### config.mk
export PLATFORM = sky130hd
export DESIGN_NAME = alu_sru_seq
export DESIGN_NICKNAME = d
export VERILOG_FILES = /design/src/rtl/alu_sru_seq.sv
export SDC_FILE = /design/constraint.sdc
export NUM_CORES = 1
export LEC_CHECK = 0
export ABC_AREA = 1
export BUFFER_PORTS_ARGS = -buffer_cell sky130_fd_sc_hd__buf_2
export CAP_MARGIN = 20
export CORE_MARGIN = 2
export CORE_UTILIZATION = 49
export CTS_BUF_LIST = sky130_fd_sc_hd__clkbuf_8 sky130_fd_sc_hd__clkbuf_16
export CTS_CLUSTER_DIAMETER = 120
export DETAILED_ROUTE_END_ITERATION = 6
export GPL_TIMING_DRIVEN = 0
export PLACE_DENSITY = 0.76
export SLEW_MARGIN = 15
export SYNTH_ARGS = -nofsm -noshare
export SYNTH_HDL_FRONTEND = slang
export SYNTH_SLANG_ARGS = --single-unit
### constraint.sdc
create_clock -name clk4 -period 2 [get_ports clk4]
set_clock_uncertainty 0.2 [all_clocks]
set_input_delay 0 -clock clk4 [delete_from_list [all_inputs] [get_ports clk4]]
set_output_delay 0 -clock clk4 [all_outputs]
set_load 0.005 [all_outputs]
### src/rtl/alu_sru_seq.sv
// Control sequencer for the ALU serial Shift/Rotate Unit.
// A start edge latches the op and distance. The B register is then stepped once per
// clock, op_dist times, with the correct serial-in bit. For rotate-through-L ops, the
// L flag is stepped as well.
module alu_sru_seq #(
   parameter int DIST_W = 4
) (
   input  logic              clk4,
   input  logic              reset,
   input  logic              start,
   input  logic              op_rotate,
   input  logic              op_arithmetic,
   input  logic              op_right,
   input  logic [DIST_W-1:0] op_dist,
   input  logic              b15,
   input  logic              b0,
   input  logic              fl,
   output logic              busy,
   output logic              shift_en,
   output logic              shift_right,
   output logic              shift_in,
   output logic              fl_we,
   output logic              fl_d,
   output logic              done,
   output logic              overrun
);

   typedef enum logic [1:0] {
      S_IDLE,
      S_SHIFT,
      S_DONE
   } state_t;

   // Latched op encoding: {rotate, arithmetic, right}
   localparam logic [2:0] OP_SHL = 3'b000;
   localparam logic [2:0] OP_SHR = 3'b001;
   localparam logic [2:0] OP_SHA = 3'b010;
   localparam logic [2:0] OP_ASR = 3'b011;
   localparam logic [2:0] OP_ROL = 3'b100;
   localparam logic [2:0] OP_ROR = 3'b101;
   localparam logic [2:0] OP_RLA = 3'b110;
   localparam logic [2:0] OP_RRA = 3'b111;

   state_t            state;
   logic [2:0]        op_q;
   logic [DIST_W-1:0] cnt;
   logic              start_q;
   logic              start_edge;

   assign start_edge = start & ~start_q;

   // Sequencer: start-edge detect, op/distance latch, step counter and sticky overrun flag
   // NOTE: sequential state uses non-blocking (<=) so every register samples pre-edge values.
   always_ff @(posedge clk4 or posedge reset) begin
      if (reset) begin
         state   <= S_IDLE;
         cnt     <= '0;
         op_q    <= '0;
         start_q <= 1'b0;
         overrun <= 1'b0;
      end else begin
         start_q <= start;
         unique case (state)
            S_IDLE: begin
               if (start_edge) begin
                  op_q    <= {op_rotate, op_arithmetic, op_right};
                  cnt     <= op_dist;
                  overrun <= 1'b0;
                  state   <= (op_dist != '0) ? S_SHIFT : S_DONE;
               end
            end
            S_SHIFT: begin
               cnt <= cnt - 1'b1;
               if (cnt == DIST_W'(1)) state <= S_DONE;
               if (start_edge) overrun <= 1'b1;
            end
            S_DONE: begin
               state <= S_IDLE;
               if (start_edge) overrun <= 1'b1;
            end
            default: state <= S_IDLE;
         endcase
      end
   end

   // Control strobes decode straight from the state register, so reset clears them at once
   assign busy        = (state == S_SHIFT);
   assign shift_en    = busy;
   assign done        = (state == S_DONE);
   assign shift_right = op_q[0];
   assign fl_we       = shift_en & (op_q == OP_ROL || op_q == OP_ROR);

   // Serial-in bit and next L value, chosen from the latched op and the live B/L bits
   // NOTE: defaults first so every path assigns both outputs and no latch is inferred.
   always_comb begin
      shift_in = 1'b0;
      fl_d     = 1'b0;
      if (shift_en) begin
         unique case (op_q)
            OP_SHL, OP_SHR, OP_SHA: shift_in = 1'b0;
            OP_ASR: shift_in = b15;
            OP_ROL: begin
               shift_in = fl;
               fl_d     = b15;
            end
            OP_ROR: begin
               shift_in = fl;
               fl_d     = b0;
            end
            OP_RLA: shift_in = b15;
            OP_RRA: shift_in = b0;
            default: shift_in = 1'b0;
         endcase
      end
   end

endmodule
After elaboration in Yosys (flattened, before gate mapping)
Cells that the tools add are included.

cells by class
  add/subtract/negate cells = 1
  eq/ne operators = 13
  mux-type cells = 13
  bitwise logic cells = 3
  reductions and logical operators = 14

operators by type and width
  cell                                                   number
  == test 3 bit, second input constant                   4
  case mux 4 bit (2 select lines)                        1
  == test 3 x 2 -> 1 bit, second input constant          2
  two-way mux 2 bit                                      3
  AND reduction 2 bit                                    3
  OR reduction 2 bit                                     3
  == test 4 x 1 -> 1 bit, second input constant          1
  two-way mux 1 bit                                      4
  two-way mux 4 bit                                      1
  inequality test 2 x 1 -> 1 bit, second input constant  2
  case mux 1 bit (2 select lines)                        2
  case mux 1 bit (4 select lines)                        1
  case mux 2 bit (2 select lines)                        1
  nonzero test 2 bit                                     2
  nonzero test 4 bit                                     1
  subtractor 4 x 1 -> 4 bit, second input constant       1
  == test 3 x 1 -> 1 bit, second input constant          1
  zero test 3 bit                                        1
  AND reduction 3 bit                                    1
  OR reduction 3 bit                                     1
  AND 1 bit                                              2
  == test 2 x 1 -> 1 bit, second input constant          1
  == test 2 bit, second input constant                   1
  zero test 2 bit                                        1
  3 further kinds                                        3

word-level totals
  bits in registers = 11
  bits of input ports = 13
  output and inout port bits = 8

Logic depth before layout (Yosys ltp)
  depth in word-level cells = 4
  gate-level depth with buffers = 9

Worst setup path after synthesis
OpenSTA, ideal clock, no wires.

  kind = register to register
  start point = register state[1]
  end point = register cnt[2]
  library setup time = 0.117 ns
  arrival = 1.090 ns
  required time = 1.683 ns
  path slack = 0.593 ns
  stages on the path, launching flop included = 7
  buffers on the path = 1
  cell sequence = dfrtp_1 -> inv_1 -> ha_1 -> buf_6 -> or2_1 -> nand3_1 -> nand2_1

on the way
  cells in the longest elaborated chain, start to end = 3
  elaborated cells between the ends (all ways) = 6
  classes of those cells = 2 x eq/ne; 1 x mux; 3 x reduce/logical

RTL lines
  element                               RTL line  source
  start, declared                       44        state_t state;
  start signal, assigned                69        state <= (op_dist != '0) ? S_SHIFT : S_DONE;
  == test 2 x 1 -> 1 bit (*)            -
  net busy                              18        output logic busy,
  nonzero test 2 bit (no source line)   -
  AND reduction 2 bit (no source line)  -
  end signal, assigned                  67        cnt <= op_dist;
  end signal, assigned                  73        cnt <= cnt - 1'b1;
  end, declared                         46        logic [DIST_W-1:0] cnt;

The timed path passes the listed nets; every way through them passes the cells marked *.
A chain may end at the register's enable or synchronous reset.

Worst setup path in the final report
  start point = register state[1]
  end point = output port shift_in

on the way
  cells in the longest elaborated chain, start to end = 2

RTL lines
  element                 RTL line  source
  == test 2 x 1 -> 1 bit  87        assign busy = (state == S_SHIFT);
  two-way mux 1 bit       98        if (shift_en) begin
  end, declared           21        output logic shift_in,

Every way passes these cells.

==> out/metrics.yaml <==
outcome:
  outcome: "finished, final reports clean"
cts:
  clock_latency_ps: 240
  tritoncts: "yes"
  cts_root_buf: "clkbuf_8"
  clkSinkCount: 11
  clockBufferDepth: 2
  ctsHoldBuffers: 9
  htree_levels: 1
  numCtsBuffers: 3
  cts_resized: 0
  post-cts-setup-buffers: 0
  clk_pin_slew_ps: 50
setup_path:
  worstSetupStartpointType: "register"
  critical_path_required_ps: 1800
  r2r_slack_ps: 510
  cp-end-kind: "output pin"
  worstPathArrival_ps: 1520
  r2r-start: "state[0]"
  critPathMaxFanout: 8
  startpoint: "state[1]"
  critical_path_class: "reg -> out"
global_route:
  grt-ovfl-total: 0
  grt.total_usage_pct: 19.8
  grt_antenna_before_repair: 0
  grt_max_degree: 12
  grt_pass1_wl_mm: 2.67
  grt_pass1_vias: 663
routing:
  first_iter_violations: 13
  drc_errors: 0
  ant_nets: 0
  wl_per_cell_um: 10.3
  dr.pass1.iters: 4
  drt-vias-per-instance: 4.57
  wl_mm: 1.54
  num_vias: 685
yosys:
  syn-instance-count: 102
  synth.top_cells.by_area: "dfrtp_1, nand2_1, ha_1, inv_1, nand3_1"
  yosysTopAreaCell: "dfrtp_1"
  synth_nets: 121
  synth-seq-area-share_pct: 37.4
  syn-cell-area_sq_um: 736
  synth_cell_type_count: 18
  synth.top_cell.area_share_pct: 37.4
  ys_ff_latch: 11
  synth.avg_cell_area_sq_um: 7.21
  yosys_warnings: 0
pwr:
  switching_share_pct: 40.5
  power-per-cell-area_nw_per_um2: 1190
  cellInternalPower_mw: 0.700
  pwr-share-clk_pct: 18.6
  fin_total_pwr_mw: 1.18
  p_seq_share_pct: 33.3
  peakVddDrop_uv: 926
  p_switching_mw: 0.477
  p_comb_share_pct: 48.1
  leakage_nw: 0.572
die:
  die-area_sq_um: 1830
  coreArea_sq_um: 1350
  initial_core_util_pct: 54.5
  die_h_um: 42.8
  io_pins: 21
  rows: 13
  die_w_um: 42.8
sta:
  hold_viol: 0
  grt_setup_unrepaired: "no"
  drv_slew: 0
  setup_viol: 0
  whs_ps: 64.3
  layout_min_cycle_time_ps: 1720
  fin_ws_ps: 278
  relSlewSlack_pct: 71.6
  timing.fmax_ghz: 0.581
  timing.final.crit_share_pct: 86.1
  fin_setup_tns_ps: 0
  tightest_slew_ps: 426
run:
  cap_violations: 0
place:
  pre_cts_slack_ps: 524
  gp_congestion: 0.822
  hpwlAfterDp_mm: 1.11
  io_buffers: 20
worst_hold_path:
  hp-class: "in -> out"
  hp-start: "fl"
final_layout:
  areaGrowthSynthToFinish_pct: 34.5
  n_antenna_cell: 0
  utilization_pct: 73.3
  nNetsFinal: 155
  drive_gt1_share_pct: 23.7
  fillers: 110
[per-stage QoR]
step           instances  cell area (sq um)
4_1_cts              150                990
3_3_place_gp         137                855
2_1_floorplan        102                736
3_5_place_dp         137                855
5_1_grt              150                990
6_report             150                990
[path summary, 6_finish.rpt]
kind / end / depth (start not counted)
min in group asynchronous: op_q[0] / 3
max in group asynchronous: state[1] / 3
worst min-delay path: shift_in / 4
worst max register to register: cnt[2] / 7
worst min register to register: overrun / 2
worst max-delay path: shift_in / 10
[worst max-delay path: stages (launching register included)]
cell and delay (ps):
dfrtp_1 400, inv_1 90, ha_1 190, buf_6 150, inv_4 50, nor2_1 80, nand2_1 80, inv_2 50
nand2_1 40, nand2_1 50, buf_2 100
[cells in the mapped netlist]
cell and count:
nor2_1 8, inv_2 3, o21ai_0 6, xnor2_1 1, nand3_1 7, ha_1 6, nand2_2 1, o21ai_1 2
a21oi_1 2, nand3_4 1, nand2_4 1, buf_4 1, buf_6 1, inv_1 13, dfrtp_1 11, nand2_1 36
inv_4 1, or2_1 1
[per-layer routing]
| metal | GRT usage [%] | routed length (um) | up-vias |
|---|---|---|---|
| li1 | - | - | 375 |
| met1 | 21.8 | 680 | 293 |
| met2 | 35.5 | 773 | 13 |
| met3 | 6.81 | 72 | 4 |
| met4 | 5.63 | 17 | 0 |
| met5 | 0 | 0 | - |
[power groups by stage]
stage / Combinational [mW] / Clock, mW / Sequential [mW]
after floorplan: 0.420 / 0 / 0.383
after global placement: 0.537 / 0 / 0.393
after detailed placement: 0.554 / 0 / 0.397
after CTS: 0.570 / 0.224 / 0.394
after global routing: 0.667 / 0.235 / 0.411
final: 0.566 / 0.219 / 0.392
[placed cells by master (no fill, tap or decap)]
cell | netlist | routed
nand2_1 | 36 | 36
nand2_2 | 1 | 1
o21ai_0 | 6 | 6
clkbuf_8 | 0 | 3
buf_2 | 0 | 20
dfrtp_1 | 11 | 11
o21ai_1 | 2 | 2
nand3_1 | 7 | 7
dlygate4sd3_1 | 0 | 9
nand3_4 | 1 | 1
nor2_1 | 8 | 8
inv_1 | 13 | 14
inv_2 | 3 | 3
ha_1 | 6 | 6
nand2_4 | 1 | 1
xnor2_1 | 1 | 1
a21oi_1 | 2 | 2
inv_4 | 1 | 1
or2_1 | 1 | 1
buf_6 | 1 | 1
buf_4 | 1 | 1
[sequential cells by signal (all words and copies together), names as in the netlist]
name,flops
cnt,4
op_q,3
overrun,1
start_q,1
state,2
[layout make-up]
cell class	instances	area (sq um)	share of cell area, %
Clock inverter	1	3.75	0.379
Multi-Input combinational cell	72	375	37.9
Timing Repair Buffer	29	190	19.2
Inverter	17	66.3	6.70
Tap cell	15	18.8	1.90
Clock buffer	3	41.3	4.17
Buffer	2	18.8	1.90
Sequential cell	11	275	27.8
[cell families after synthesis]
| group | Yosys count | synth area share (%) |
|---|---|---|
| and+or+nand+nor | 55 | 32.8 |
| DFF | 11 | 37.4 |
| buffers and inverters | 19 | 11.6 |
| adders and majority gates | 6 | 10.2 |
| xor gates and xnor gates | 1 | 1.19 |
| AOI/OAI and AO/OA | 10 | 6.80 |
No activity file was read; power rests on OpenSTA's default activity.
